$ cat src/rtl/matrix_pkg.sv
// -----------------------------------------------------------------------------
// matrix_pkg
// Shared definitions for the matrix register file: default element width and
// matrix dimension, the controller state type, and a row-major index helper.
// Ports: none (package).
// -----------------------------------------------------------------------------
package matrix_pkg;

  localparam int ELEM_W_DEF = 16;
  localparam int DIM_DEF    = 4;

  typedef enum logic [0:0] {
    IDLE  = 1'b0,
    CLEAR = 1'b1
  } state_t;

  // Row-major element number of (r,c) in a dim x dim matrix.
  function automatic int mat_idx(input int r, input int c, input int dim);
    return r * dim + c;
  endfunction

endpackage

$ cat src/rtl/mat_transpose.sv
// -----------------------------------------------------------------------------
// mat_transpose
// Purely combinational matrix transpose: output element (r,c) is input
// element (c,r). Only compiled when MATRIX_REGFILE_TRANSPOSE_EN is defined,
// so the default build carries no transpose logic at all.
// Ports:
//   i_mat  in   DIM*DIM*ELEM_W  row-major source matrix
//   o_mat  out  DIM*DIM*ELEM_W  row-major transposed matrix
// -----------------------------------------------------------------------------
`ifdef MATRIX_REGFILE_TRANSPOSE_EN
module mat_transpose
  import matrix_pkg::*;
#(
  parameter int ELEM_W = ELEM_W_DEF,
  parameter int DIM    = DIM_DEF
) (
  input  logic [DIM*DIM*ELEM_W-1:0] i_mat,
  output logic [DIM*DIM*ELEM_W-1:0] o_mat
);

  for (genvar r = 0; r < DIM; r++) begin : g_row
    for (genvar c = 0; c < DIM; c++) begin : g_col
      assign o_mat[mat_idx(r, c, DIM)*ELEM_W +: ELEM_W] =
             i_mat[mat_idx(c, r, DIM)*ELEM_W +: ELEM_W];
    end
  end

endmodule
`endif

$ cat src/rtl/matrix_regfile.sv
// -----------------------------------------------------------------------------
// matrix_regfile
// DEPTH-entry register file whose entries are DIM x DIM signed matrices
// (row-major). Supports masked per-element writes, registered reads with a
// one-cycle response, an error response for out-of-range addresses, and a
// bulk clear that zeroes one entry per cycle.
// Optional feature: MATRIX_REGFILE_TRANSPOSE_EN enables transposed reads via
// req_trans; without it req_trans is ignored.
//
// Handshake: a request is taken on a rising edge where req_valid && req_ready.
// req_ready depends only on the controller state (1 in IDLE, 0 in CLEAR), so
// one request per cycle is sustainable in IDLE. Reads answer with a single
// cycle rsp_valid pulse the cycle after acceptance; writes give no response.
//
// Ports:
//   clk        in   rising-edge clock
//   rst_n      in   asynchronous active-low reset
//   req_valid  in   request present
//   req_ready  out  request accepted when req_valid && req_ready
//   req_write  in   1 = write, 0 = read
//   req_addr   in   AW       entry index
//   req_wdata  in   MW       write matrix
//   req_wmask  in   DIM*DIM  per-element write enable
//   req_trans  in   transposed read (only with MATRIX_REGFILE_TRANSPOSE_EN)
//   rsp_valid  out  one-cycle read-data-valid pulse
//   rsp_data   out  MW       read matrix, zero when rsp_valid=0
//   rsp_err    out  read address was >= DEPTH
//   clr_start  in   start bulk clear (IDLE only)
//   busy       out  bulk clear in progress
//   dbg_state  out  controller state for observation
// -----------------------------------------------------------------------------
module matrix_regfile
  import matrix_pkg::*;
#(
  parameter int ELEM_W = ELEM_W_DEF,
  parameter int DIM    = DIM_DEF,
  parameter int DEPTH  = 4,
  localparam int AW    = (DEPTH > 1) ? $clog2(DEPTH) : 1,
  localparam int NE    = DIM * DIM,
  localparam int MW    = NE * ELEM_W
) (
  input  logic          clk,
  input  logic          rst_n,
  input  logic          req_valid,
  output logic          req_ready,
  input  logic          req_write,
  input  logic [AW-1:0] req_addr,
  input  logic [MW-1:0] req_wdata,
  input  logic [NE-1:0] req_wmask,
  input  logic          req_trans,
  output logic          rsp_valid,
  output logic [MW-1:0] rsp_data,
  output logic          rsp_err,
  input  logic          clr_start,
  output logic          busy,
  output state_t        dbg_state
);

  state_t        r_state;
  logic [AW-1:0] r_clr_ptr;
  logic          r_rsp_valid;
  logic          r_rsp_err;
  logic [MW-1:0] r_rsp_data;

  logic          w_accept;
  logic          w_addr_ok;
  logic          w_wr;
  logic          w_rd;
  logic          w_clearing;
  logic [MW-1:0] w_ent [DEPTH];
  logic [MW-1:0] w_rd_row;
  logic [MW-1:0] w_rd_sel;

  assign w_clearing = (r_state == CLEAR);
  assign req_ready  = (r_state == IDLE);
  assign busy       = w_clearing;
  assign dbg_state  = r_state;

  assign w_accept  = req_valid && req_ready;
  // Non-power-of-two DEPTH leaves addresses that decode to no entry.
  assign w_addr_ok = (32'(req_addr) < DEPTH);
  assign w_wr      = w_accept && req_write && w_addr_ok;
  assign w_rd      = w_accept && !req_write;

  // Controller. A clr_start in IDLE coexists with an accepted request: the
  // request completes on this edge and clearing begins on the next one.
  always_ff @(posedge clk or negedge rst_n) begin
    if (!rst_n) begin
      r_state   <= IDLE;
      r_clr_ptr <= '0;
    end else begin
      case (r_state)
        IDLE: begin
          if (clr_start) begin
            r_state   <= CLEAR;
            r_clr_ptr <= '0;
          end
        end
        CLEAR: begin
          if (r_clr_ptr == AW'(DEPTH - 1)) begin
            r_state <= IDLE;
          end else begin
            r_clr_ptr <= r_clr_ptr + 1'b1;
          end
        end
        default: r_state <= IDLE;
      endcase
    end
  end

  // Storage: one flop row per entry so reset can zero everything at once.
  for (genvar e = 0; e < DEPTH; e++) begin : g_entry
    logic [MW-1:0] r_ent;

    always_ff @(posedge clk or negedge rst_n) begin
      if (!rst_n) begin
        r_ent <= '0;
      end else if (w_clearing && (r_clr_ptr == AW'(e))) begin
        r_ent <= '0;
      end else if (w_wr && (req_addr == AW'(e))) begin
        for (int i = 0; i < NE; i++) begin
          if (req_wmask[i]) begin
            r_ent[i*ELEM_W +: ELEM_W] <= req_wdata[i*ELEM_W +: ELEM_W];
          end
        end
      end
    end

    assign w_ent[e] = r_ent;
  end

  always_comb begin
    w_rd_row = '0;
    for (int e = 0; e < DEPTH; e++) begin
      if (req_addr == AW'(e)) begin
        w_rd_row = w_ent[e];
      end
    end
  end

`ifdef MATRIX_REGFILE_TRANSPOSE_EN
  logic [MW-1:0] w_rd_trans;

  mat_transpose #(
    .ELEM_W (ELEM_W),
    .DIM    (DIM)
  ) u_transpose (
    .i_mat (w_rd_row),
    .o_mat (w_rd_trans)
  );

  assign w_rd_sel = req_trans ? w_rd_trans : w_rd_row;
`else
  logic w_unused_trans;
  assign w_unused_trans = req_trans;
  assign w_rd_sel       = w_rd_row;
`endif

  // Read response: data is captured from the pre-edge contents, and forced to
  // zero whenever there is no valid, in-range read.
  always_ff @(posedge clk or negedge rst_n) begin
    if (!rst_n) begin
      r_rsp_valid <= 1'b0;
      r_rsp_err   <= 1'b0;
      r_rsp_data  <= '0;
    end else begin
      r_rsp_valid <= w_rd;
      r_rsp_err   <= w_rd && !w_addr_ok;
      r_rsp_data  <= (w_rd && w_addr_ok) ? w_rd_sel : '0;
    end
  end

  assign rsp_valid = r_rsp_valid;
  assign rsp_err   = r_rsp_err;
  assign rsp_data  = r_rsp_data;

endmodule

$ cat config.mk
export PLATFORM = sky130hd
export DESIGN_NAME = matrix_regfile
export DESIGN_NICKNAME = d
export VERILOG_FILES = /design/src/rtl/matrix_pkg.sv /design/src/rtl/mat_transpose.sv /design/src/rtl/matrix_regfile.sv
export SDC_FILE = /design/constraint.sdc
export NUM_CORES = 2
export LEC_CHECK = 0
export CAP_MARGIN = 20
export CORE_UTILIZATION = 47
export DETAILED_ROUTE_END_ITERATION = 10
export GPL_ROUTABILITY_DRIVEN = 0
export GPL_TIMING_DRIVEN = 0
export PLACE_DENSITY = 0.68
export SYNTH_ARGS = -nofsm -noshare
export SYNTH_HDL_FRONTEND = slang
export SYNTH_SLANG_ARGS = --single-unit
$ cat constraint.sdc
create_clock -name clk -period 5.8 [get_ports clk]
set_clock_uncertainty 0.1 [all_clocks]
set_input_delay 0.87 -clock clk [delete_from_list [all_inputs] [get_ports clk]]
set_output_delay 0.87 -clock clk [all_outputs]
set_load 0.1 [all_outputs]
==> flow_summary.json <==
{
  "outcome": "complete, no violations",
  "cts_tree": "yes",
  "regToRegStartpoint": "busy",
  "clockBufferDepth": 3,
  "path_clk_slew_ns": 0.06,
  "port_buffers": 536,
  "grt_antenna_before_repair": 27,
  "fin_crit_ns": 3.945,
  "cp_slowest_cell": "clkdlybuf4s50_1",
  "dpl.hpwl_um": 116600,
  "rrSetupSlack_ns": 2.49,
  "comb_power_share_pct": 21.2,
  "via_count": 39260,
  "worst_setup_path_start_kind": "flip-flop",
  "worst_slack_ns": 1.855,
  "power.density_nw_per_um2": 365.2,
  "fp-row-count": 127,
  "yosysTopAreaCell": "dfrtp_1",
  "cts_num_sinks": 1284,
  "path_class": "reg -> out",
  "placed_area_um2": 64910,
  "critPathRequiredTime_ns": 4.83,
  "p_sw_share_pct": 31.85,
  "synth_seq_cells": 1284,
  "drtPass1Iterations": 6,
  "die_x_um": 350.4,
  "synth_cell_types": 32,
  "rsz0062_at_grt": "false",
  "p_sw_mw": 8.099,
  "drc": 0,
  "period_share_pct": 68.02,
  "cap_violations": 0,
  "wl_per_cell_um": 23.82,
  "hold_class": "reg -> reg",
  "maxSlewViolCount": 0,
  "holdPathStages": 2,
  "yosys_warnings": 0,
  "hold_viol": 0,
  "p_total_mw": 25.43,
  "cts_inserted_buffers": 142,
  "cp_num_buf_inv": 3,
  "slew_headroom_pct": 15.90,
  "grt_pass1_wl_um": 258000,
  "crit_chain": "clkbuf_1, inv_1, clkdlybuf4s50_1",
  "crit_path_max_fanout": 10,
  "min_to": "g_entry[0].r_ent[229]",
  "routed_wl_um": 170100,
  "synth_area_per_cell_um2": 12.13,
  "grt_pass1_vias": 41660,
  "pin_count": 541,
  "htreeDepth": 4,
  "worstSkewPairLatency_ns": 0.76,
  "finish.instance_area_um2": 69630,
  "track_usage_pct": 28.13,
  "rr_worst_depth": 6,
  "ant_nets": 0,
  "drive_gt1_share_pct": 12.14,
  "max-vdd-ir-drop_mv": 0.2951,
  "die_height_um": 350.4,
  "critPathCaptureType": "primary output",
  "gr-total-overflow": 0,
  "grt_max_degree": 177,
  "syn-cell-area_um2": 57040,
  "vias_per_cell": 5.499,
  "power_frac_clock_pct": 35.6,
  "cpLargestDelayFamily": "buffers and inverters",
  "reg2reg_to": "g_entry[1].r_ent[174]",
  "worstMarginPinSlew_ns": 1.261,
  "root_buffer": "clkbuf_16",
  "syn2layout_area_growth_pct": 22.06,
  "start_util_pct": 47.49,
  "fmax_ghz": 0.2535,
  "yosysSeqAreaShare_pct": 56.33,
  "final.setup.tns_ns": 0,
  "nFillCells": 9974,
  "arrival_ns": 2.98,
  "critical_path.max_stage_delay_ns": 1.19,
  "p_leak_nw": 30.48,
  "final_util_pct": 57.96,
  "netlist_instances": 4704,
  "power_frac_seq_pct": 43.2,
  "synth_top_area_share_pct": 56.33,
  "post_cts_resized": 0,
  "synth_nets": 4988,
  "fin_nets": 5693,
  "core_area_um2": 120100,
  "die_area_um2": 122800,
  "hp-start": "g_entry[0].r_ent[229]",
  "synth_area_leaders": "dfrtp_1, mux2i_1, mux4_2",
  "setup_viol": 0,
  "p_int_mw": 17.33,
  "pre_cts_slack_ns": 1.675,
  "initialDrtViolationCount": 3399
}
[layer usage]
layer | track usage, % | part of all wire, % | up-vias
met1 | 38.13 | 42 | 20210
met3 | 6.489 | 7.5 | 338
met5 | 0 | 0.10 | -
li1 | - | - | 17330
met4 | 11.27 | 3.8 | 30
met2 | 43.89 | 47 | 1356
[worst max-delay path by stage]
stage | start | end | slack, ns | cells after the start
finish | busy | req_ready | 1.85 | 3
global route | busy | req_ready | 1.80 | 3
CTS | busy | req_ready | 1.85 | 3
detailed placement | req_valid | g_entry[0].r_ent[6] | 1.68 | 8
global placement | rst_n | rsp_data[55] | -55.41 | 1
floorplan | busy | req_ready | 3.07 | 2
[metrics by stage]
step | cells | hold WS, ns
2_1_floorplan | 4704 | 0.3961
3_3_place_gp | 6852 | 0.4059
3_5_place_dp | 6873 | 0.4125
4_1_cts | 7127 | 0.4212
5_1_grt | 7132 | 0.4315
6_report | 7138 | 0.4213
[flip-flops by register name, indices dropped and copies added (netlist names)]
name / count
busy: 1
g_entry.r_ent: 1024
r_clr_ptr: 2
rsp_data: 256
rsp_valid: 1
[synth_stat cells (all sizes together)]
| library cell | count |
|---|---|
| dfrtp | 1284 |
| nand2 | 1031 |
| mux2i | 832 |
| and2 | 262 |
| mux4 | 256 |
| inv | 211 |
| nand3 | 196 |
| o21ai | 193 |
| clkbuf | 185 |
| buf | 163 |
| nor2 | 32 |
| and3 | 29 |
| nand4 | 12 |
| and3b | 4 |
| ha | 4 |
| nor3b | 2 |
| o31ai | 2 |
| conb | 1 |
| mux2 | 1 |
| nand3b | 1 |
| nor2b | 1 |
| or3b | 1 |
| xnor2 | 1 |
[final cells by class]
type	count	area [um^2]	area share, %
repair buffers	561	5894	8.465
well taps	1612	2017	2.897
clock inverters	50	525.5	0.7547
multi-input cells	2861	22300	32.03
plain buffers	348	1827	2.623
clock buffers	203	4124	5.923
diodes	8	20.02	0.02875
flip-flops and latches	1284	32130	46.14
inverters	211	792.0	1.137
[power groups by stage]
stage,logic [mW],registers [mW],clock network (mW)
after floorplan,2.86,11.2,0
after global placement,5.18,11.2,0
after detailed placement,5.38,11.1,0
after CTS,5.40,11.0,9.19
after global routing,5.80,11.1,9.54
final,5.40,11.0,9.05
[cells in the final DEF, fill, tap and decap left out, drive strengths merged]
cell type | Yosys | routed
o31ai | 2 | 2
nand2 | 1031 | 1031
clkinv | 0 | 25
mux2i | 832 | 832
clkbuf | 185 | 388
xnor2 | 1 | 1
clkinvlp | 0 | 9
dlygate4sd3 | 0 | 1
bufinv | 0 | 8
or3b | 1 | 1
nor2b | 1 | 1
inv | 211 | 219
conb | 1 | 1
nand4 | 12 | 12
o21ai | 193 | 193
nor2 | 32 | 32
nand3b | 1 | 1
clkdlybuf4s50 | 0 | 535
nand3 | 196 | 196
mux4 | 256 | 256
mux2 | 1 | 1
nor3b | 2 | 2
diode | 0 | 8
and2 | 262 | 262
ha | 4 | 4
dfrtp | 1284 | 1284
and3b | 4 | 4
and3 | 29 | 29
buf | 163 | 188
[logic make-up after synthesis]
| kind of cell | share of synthesized area [%] |
|---|---|
| AND/OR/NAND/NOR | 12.53 |
| flip-flops | 56.33 |
| multiplexers | 24.73 |
| buffers and inverters | 4.591 |
| AO/OA/AOI/OAI | 1.720 |
| adder cells (fa/ha/maj) | 0.08774 |
| other | 0.006574 |
| XOR/XNOR | 0.01536 |
[worst reg2reg max path, delay by kind of cell (launching register included)]
family	cells	cell delay, ns
AO/OA/AOI/OAI	1	0.19
flip-flops	1	0.51
buffers and inverters	3	2.08
AND/OR/NAND/NOR	2	0.36
[what timing repair did]
item,CTS,global route
hold buffers,1,0
setup buffers,0,0
endpoints found under the hold margin,77,0
No activity file was read; power rests on OpenSTA's default activity.
